$ cat src/rtl/bus_arbiter4_32.sv
// Round-robin arbiter and burst sequencer for the shared 32-bit 4:1 mux.
// One requester is granted at a time. The grant is held for a whole burst,
// up to MAX_BURST beats. Each accepted beat is registered into a
// single-entry valid/ready output stage.

// 4:1 datapath multiplexer shared by the four requesters
module mux4_32 (
   input  logic [31:0] i0,
   input  logic [31:0] i1,
   input  logic [31:0] i2,
   input  logic [31:0] i3,
   input  logic        s1,
   input  logic        s0,
   output logic [31:0] z
);

   // select one of the four inputs
   always_comb begin
      case ({s1, s0})
         2'd0:    z = i0;
         2'd1:    z = i1;
         2'd2:    z = i2;
         default: z = i3;
      endcase
   end

endmodule

module bus_arbiter4_32 #(
   parameter int WIDTH     = 32,
   parameter int MAX_BURST = 16
) (
   input  logic             clk,
   input  logic             reset_n,
   input  logic [3:0]       req,
   input  logic [3:0]       last,
   input  logic [WIDTH-1:0] d0,
   input  logic [WIDTH-1:0] d1,
   input  logic [WIDTH-1:0] d2,
   input  logic [WIDTH-1:0] d3,
   output logic [3:0]       ack,
   output logic [1:0]       sel,
   output logic [WIDTH-1:0] out_data,
   output logic             out_valid,
   output logic             out_last,
   output logic [1:0]       out_src,
   input  logic             out_ready,
   output logic             busy
);

   typedef enum logic {IDLE, BUSY} state_t;

   localparam logic [3:0] CNT_MAX = 4'(MAX_BURST - 1);

   state_t           state_reg, state_next;
   logic [1:0]       sel_reg, sel_next;
   logic [1:0]       last_grant_reg, last_grant_next;
   logic [3:0]       beat_cnt_reg, beat_cnt_next;
   logic [WIDTH-1:0] out_data_reg, out_data_next;
   logic             out_valid_reg, out_valid_next;
   logic             out_last_reg, out_last_next;
   logic [1:0]       out_src_reg, out_src_next;
   logic [3:0]       ack_comb;
   logic             load;
   logic             beat_last;
   logic [WIDTH-1:0] mux_out;
   logic [1:0]       rr_idx [4];
   logic [3:0]       rr_req;
   logic [1:0]       pick;

   mux4_32 u_mux (
      .i0 (d0),
      .i1 (d1),
      .i2 (d2),
      .i3 (d3),
      .s1 (sel_reg[1]),
      .s0 (sel_reg[0]),
      .z  (mux_out)
   );

   // Candidate order starts just after the previous winner and wraps.
   genvar gi;
   generate
      for (gi = 0; gi < 4; gi++) begin : g_rr
         assign rr_idx[gi] = 2'(last_grant_reg + 2'(gi + 1));
         assign rr_req[gi] = req[rr_idx[gi]];
      end
   endgenerate

   // first requesting candidate in rotated order wins (lowest gi has priority)
   always_comb begin
      pick = rr_idx[0];
      for (int k = 3; k >= 0; k--) begin
         if (rr_req[k]) pick = rr_idx[k];
      end
   end

   // A beat ends the burst on its own last flag or when the cap is reached.
   assign beat_last = last[sel_reg] | (beat_cnt_reg == CNT_MAX);

   // next-state, grant bookkeeping, output-stage load and ack pulse
   always_comb begin
      state_next      = state_reg;
      sel_next        = sel_reg;
      last_grant_next = last_grant_reg;
      beat_cnt_next   = beat_cnt_reg;
      out_data_next   = out_data_reg;
      out_valid_next  = out_valid_reg;
      out_last_next   = out_last_reg;
      out_src_next    = out_src_reg;
      ack_comb        = 4'b0000;
      load            = 1'b0;

      case (state_reg)
         IDLE: begin
            if (|req) begin
               sel_next      = pick;
               beat_cnt_next = 4'd0;
               state_next    = BUSY;
            end
         end
         BUSY: begin
            load = req[sel_reg] & (~out_valid_reg | out_ready);
            if (!req[sel_reg]) begin
               // requester dropped out mid-grant: release without a beat
               last_grant_next = sel_reg;
               state_next      = IDLE;
            end else if (load) begin
               ack_comb       = 4'b0001 << sel_reg;
               out_data_next  = mux_out;
               out_src_next   = sel_reg;
               out_valid_next = 1'b1;
               out_last_next  = beat_last;
               beat_cnt_next  = beat_cnt_reg + 4'd1;
               if (beat_last) begin
                  last_grant_next = sel_reg;
                  state_next      = IDLE;
               end
            end
         end
         default: state_next = IDLE;
      endcase

      if (out_valid_reg & out_ready & ~load) out_valid_next = 1'b0;
   end

   // FSM state register
   always_ff @(posedge clk or negedge reset_n) begin
      if (!reset_n) state_reg <= IDLE;
      else          state_reg <= state_next;
   end

   // grant, counter and output-stage registers
   always_ff @(posedge clk or negedge reset_n) begin
      if (!reset_n) begin
         sel_reg        <= 2'd0;
         last_grant_reg <= 2'd3;
         beat_cnt_reg   <= 4'd0;
         out_data_reg   <= '0;
         out_valid_reg  <= 1'b0;
         out_last_reg   <= 1'b0;
         out_src_reg    <= 2'd0;
      end else begin
         sel_reg        <= sel_next;
         last_grant_reg <= last_grant_next;
         beat_cnt_reg   <= beat_cnt_next;
         out_data_reg   <= out_data_next;
         out_valid_reg  <= out_valid_next;
         out_last_reg   <= out_last_next;
         out_src_reg    <= out_src_next;
      end
   end

   assign ack       = ack_comb;
   assign sel       = sel_reg;
   assign out_data  = out_data_reg;
   assign out_valid = out_valid_reg;
   assign out_last  = out_last_reg;
   assign out_src   = out_src_reg;
   assign busy      = (state_reg == BUSY);

endmodule

$ cat config.mk
export PLATFORM = sky130hd
export DESIGN_NAME = bus_arbiter4_32
export DESIGN_NICKNAME = d
export VERILOG_FILES = /design/src/rtl/bus_arbiter4_32.sv
export SDC_FILE = /design/constraint.sdc
export NUM_CORES = 1
export LEC_CHECK = 0
export ABC_AREA = 1
export CAP_MARGIN = 20
export CORE_MARGIN = 4
export CORE_UTILIZATION = 36
export CTS_CLUSTER_SIZE = 28
export DETAILED_ROUTE_END_ITERATION = 8
export PLACE_DENSITY = 0.81
export SLEW_MARGIN = 15
export SYNTH_ARGS = -nofsm -noshare
export SYNTH_HDL_FRONTEND = slang
export SYNTH_SLANG_ARGS = --single-unit
$ cat constraint.sdc
create_clock -name clk -period 2.4 [get_ports clk]
set_input_delay 0.48 -clock clk [delete_from_list [all_inputs] [get_ports clk]]
set_output_delay 0.48 -clock clk [all_outputs]
set_load 0.02 [all_outputs]
# [After elaboration in Yosys (flattened, before gate mapping)]
# Cells that the tools add are included.
[op_classes] addsub=4 eq_ne=8 n_bitwise=8 n_reduce_logical=10 n_lt_le_gt_ge=5 n_shift=1 muxes=37
[op_table] operator="32-bit case mux with 3 select lines" n=1
[op_table] operator="4-bit 2-to-1 mux" n=6
[op_table] operator="2-bit by 3-bit < comparator with 1-bit output, second input constant" n=5
[op_table] operator="1-bit 2-to-1 mux" n=15
[op_table] operator="2-bit 2-to-1 mux" n=7
[op_table] operator="1-bit binary-select mux with 2-bit select" n=6
[op_table] operator="3-bit AND reduction" n=4
[op_table] operator="4-bit case mux with 2 select lines" n=1
[op_table] operator="2-bit by 1-bit != test with 1-bit output, second input constant" n=3
[op_table] operator="2-bit nonzero test" n=3
[op_table] operator="2-bit adder, second input constant" n=2
[op_table] operator="4-bit by 1-bit adder with 4-bit output, second input constant" n=1
[op_table] operator="4-bit == test, second input constant" n=1
[op_table] operator="2-bit != test, second input constant" n=2
[op_table] operator="4-bit OR reduction" n=1
[op_table] operator="1-bit by 2-bit << shifter with 4-bit output, first input constant" n=1
[op_table] operator="1-bit bitwise AND" n=3
[op_table] operator="1-bit inverter" n=3
[op_table] operator="2-bit by 1-bit adder with 2-bit output, second input constant" n=1
[op_table] operator="2-bit by 1-bit == test with 1-bit output, second input constant" n=1
[op_table] operator="2-bit == test, second input constant" n=1
[op_table] operator="2-bit logical NOT" n=1
[op_table] operator="1-bit OR" n=2
[op_table] operator="1-bit case mux with 2 select lines" n=1
[op_table] operator="2-bit AND reduction" n=1
[totals] word_cells=81 regBits=45 inputBits=139

# [Depth between registers and ports, before layout]
[logic_depth] depth_word=8 ltp_mapped=10 ltp_nobuf=10

# [Cells and area by module]
# From an unflattened synthesis, not the netlist that was laid out.
[unflattened] cells_unflattened=450 area_unflattened_um2=3146.8
[by_module_without_submodules] module="bus_arbiter4_32" cells_each=264 seq_area_each_um2=1128.6 area_per_inst_um2=2068.2 n_inst=1
[by_module_without_submodules] module="mux4_32" cells_each=186 seq_area_each_um2=0.0 area_per_inst_um2=1078.5 n_inst=1

# [Worst setup path before layout]
# No wires, ideal clock.
[synth_timing] path_kind="reg-to-output" start="register sel_reg[0] (netlist: sel[0])" end="output ack[0]" stages_incl_launch_ff=9 setup_slack_ns=0.216 arrival_ns=1.704 path_buffers=3 path_cell_list="dfrtp_1 buf_2 nor2_2 nand2_1 nand4_1 nand3_2 buf_6 buf_6 nor3_1"
[synth_via] elab_chain_len=6 word_cells_on_any_way=7 cone_classes="shift (1); mux (5); bitwise (1)"
[synth_rtl] element="start, declared" line="56" rtl="logic [1:0] sel_reg, sel_next;"
[synth_rtl] element="start signal, assigned" line="164" rtl="sel_reg <= sel_next;"
[synth_rtl] element="1-bit binary-select mux with 2-bit select" line="123, 124"
[synth_rtl] element="1-bit 2-to-1 mux (implied by the code)" line="123, 124"
[synth_rtl] element="1-bit bitwise AND" line="123" rtl="load = req[sel_reg] & (~out_valid_reg | out_ready);"
[synth_rtl] element="4-bit 2-to-1 mux" line="128" rtl="end else if (load) begin"
[synth_rtl] element="4-bit 2-to-1 mux (*)" line="124" rtl="if (!req[sel_reg]) begin"
[synth_rtl] element="4-bit 2-to-1 mux (*)" line="114" rtl="case (state_reg)"
[synth_rtl] element="end, declared" line="41" rtl="output logic [3:0] ack,"
# Every way passes the cells marked *; elsewhere a longest branch is shown, timed or not. The select of a mux whose other input is x is not followed.

# [Final worst setup path]
[layout_timing] start="input req[3]" end="output ack[2]"
[layout_via] elab_chain_len=6
[layout_rtl] element="start, declared" line="35" rtl="input logic [3:0] req,"
[layout_rtl] element="1-bit binary-select mux with 2-bit select (*)" line="123, 124"
[layout_rtl] element="1-bit 2-to-1 mux (implied by the code) (*)" line="123, 124"
[layout_rtl] element="1-bit bitwise AND" line="123"
[layout_rtl] element="4-bit 2-to-1 mux" line="128"
[layout_rtl] element="4-bit 2-to-1 mux (*)" line="124"
[layout_rtl] element="4-bit 2-to-1 mux (*)" line="114"
# Marked as above.

==> results.md <==
- Status: finished clean
- Setup crit start kind: primary input
- Footprint of the multi-input gates: 1409 um2
- Mapped Cells: 408
- Post-Synth Simple-Gate Area: 36.63%
- Largest net degree at the start of global routing: 73
- Synth area leader: dfrtp_1
- Skew final: 9.732 ps
- Largest family of logic cells by synthesized area: simple AND/OR/NAND/NOR gates
- CP Max Fanout: 4
- Clock transition at path regs: 80 ps
- CP max-delay cell: clkdlybuf4s50_1
- Final GP Congestion: between 0.7 and 0.8
- Post-layout min period: 2260 ps
- Yosys cell types: 27
- Final hold violations: 0
- CP dominant cell by count: nand2_1
- Ant diodes: 0
- Die Span Y: 95.07 um
- CP bufs+invs: 3
- Avg Synthesized Cell Area: about 6.7 um2
- Initial antenna violation count: 0
- Seq. cell area: 1129 um2
- Most common cell after layout, fill and taps aside: nand2_1
- Core Region: 7292 um2
- Final setup viols: 0
- Fin Hold WS: 146.0 ps
- Max reg flops: 32
- CP max stage delay: 520 ps
- Total track usage: 20.59%
- Share of layout cells above drive strength 1: 5.660%
- Rows: 31
- Vias per cell: ~4.8
- Fillcell total: approximately 660
- Worst VDD drop: 1.121 mV
- WL/cell: between 10 and 15 um
- Fmax achieved: 0.4424 GHz
- Flops & latches, synth: 45
- Clock sinks: between 40 and 50
- Share of the yosys chip area belonging to registers: 41.36%
- Crit share post-route: between 90% and 100%
- Synthesized-area fraction occupied by adder cells: 0.4585%
- Die W: 95.07 um
- Crit Path Category: primary input to output pin
- CTS root buf: clkbuf_8
- First-pass iteration count of the detailed router: 5
- Die ar.: 9037 um2
- Worst-skew pair later-pin latency: 300 ps
- CTS max path bufs: 2
- FF-to-FF path depth: 9
- Total Routed Length: 9468 um
- Leak: 2.111 nW
- RSZ-0062 raised after global routing: false
- Nets@finish: 723
- Post-route ant nets: 0
- Routed vias: 3297
- First-pass GRT wire length: 14770 um
- GRT overflow: 0
- Synth Area in Compound Gates: 13.89%
- Syn_nets: 548
- Synthesized cell area: 2729 um2
- Initial Utilization: between 30% and 40%
- XOR/XNOR Fraction of Synth Area: 0.6419%
- Max-slew violation count: 0
- Dpl hpwl: 7448 um
- Levels on crit path: 8
- Max_cap viols: 0
- Power density over the cells: 1117 nW/um2
- Top post-synthesis cells by area: dfrtp_1, nand2_1, nand3_1
- Placed Cells: 675
- Critical Path, Cell by Cell: clkdlybuf4s50_1, nand2_1, nand4_1, nand3_2, inv_2, nand2_1, nor2_1, buf_2
- Num CTS Buffers: 5
- Largest delay share family, worst path: buffers and inverters
- I/O Buffers: 181
- Most frequent cells in the layout: nand2_1, clkdlybuf4s50_1, nand3_1
- Worst setup EP type: output pin
- CTS H-Tree Depth: 2
- WP data required: ~1900 ps
- Crit path DAT: about 1800 ps
- Synth top area share: 39.43%
- CTS tree: done
- DR iter-0 viols: 136
- Worst relative slew slack: between 50% and 60%
- Final instance count without filler cells: a little under 700
- Post-synthesis mux area share: 0%
- Vias in the first global route: 3265
- Syn-to-layout area delta: 71.89%
- Postcts setup bufs: 0
- Worst slew pin tran: 614.0 ps
- DR DRC count: 0
- IO Pins: 182
- Synth warn: 0
- HP Class: primary input to async pin
worst reg2reg max path, delay by kind of cell, from the launching register on:
family                 cells  cell delay, ps
flip-flops                 1             450
AO/OA/AOI/OAI              1              70
buffers and inverters      2             550
AND/OR/NAND/NOR            6             840
final cells by class:
class / instances / share of cell area [%]
clock buffers: 6 / 1.760
clock inverters: 1 / 0.1600
inverters: 18 / 1.440
multi-input cells: 321 / 30.03
flip-flops and latches: 45 / 24.06
well taps: 99 / 2.641
repair buffers: 192 / 39.90
cell families after synthesis:
kind of cell / Yosys count
adder cells (fa/ha/maj): 1
AO/OA/AOI/OAI: 75
AND/OR/NAND/NOR: 243
buffers and inverters: 42
XOR/XNOR: 2
flip-flops: 45
stage by stage:
step           setup TNS [ps]  power, W  worst slack, ps  utilization (%)  cell area (um2)
2_1_floorplan               0  0.003464            215.8                -             2729
3_3_place_gp           -886.6  0.004692           -245.9            63.33             4618
3_5_place_dp            -1304  0.004800           -332.2            63.33             4618
4_1_cts                     0  0.005284            6.656            64.52             4705
5_1_grt                     0  0.005706            26.62            64.33             4691
6_report                    0  0.005241            139.7            64.33             4691
cell usage after synthesis, drive strengths merged:
cell,number
xnor2,1
xor2,1
clkbuf,11
or2,1
inv,18
a21oi,33
nand3,48
nor3,1
dfrtp,43
nand3b,1
buf,13
o21ai,40
nor2,10
nand2,180
ha,1
nand4,2
dfstp,2
a31oi,1
a22oi,1
report_power, final:
part	total, W	switching [W]	internal (W)	leakage [nW]
Combinational	0.00340	0.00199	0.00141	1.50
Clock	0.000476	0.000248	0.000228	0.0433
Sequential	0.00137	0.000241	0.00113	0.564
final timing paths:
path | slack [ps] | to | startpoint
max | 140 | ack[2] | req[3]
min | 150 | sel[0] | reset_n
max reg2reg | 370 | beat_cnt_reg[0] | sel[0]
min reg2reg | 490 | out_data[10] | out_data[10]
max in group asynchronous | 1560 | out_data[5] | reset_n
min in group clk | 490 | out_data[10] | out_data[10]
metal layers:
layer  vias up  global-route usage, %  part of all wire [%]
li1       1670                      -                     -
met1      1476                  23.43                    39
met2       137                  36.79                    51
met3        14                  6.472                   9.2
met4         0                  6.010                   1.5
met5         -                      0                     0
timing repair:
item,4_1_cts,5_1_grt
hold buffers,0,0
gates resized for setup,11,7
endpoints found under the setup margin,4,4
Power figures use the tool's default switching activity.
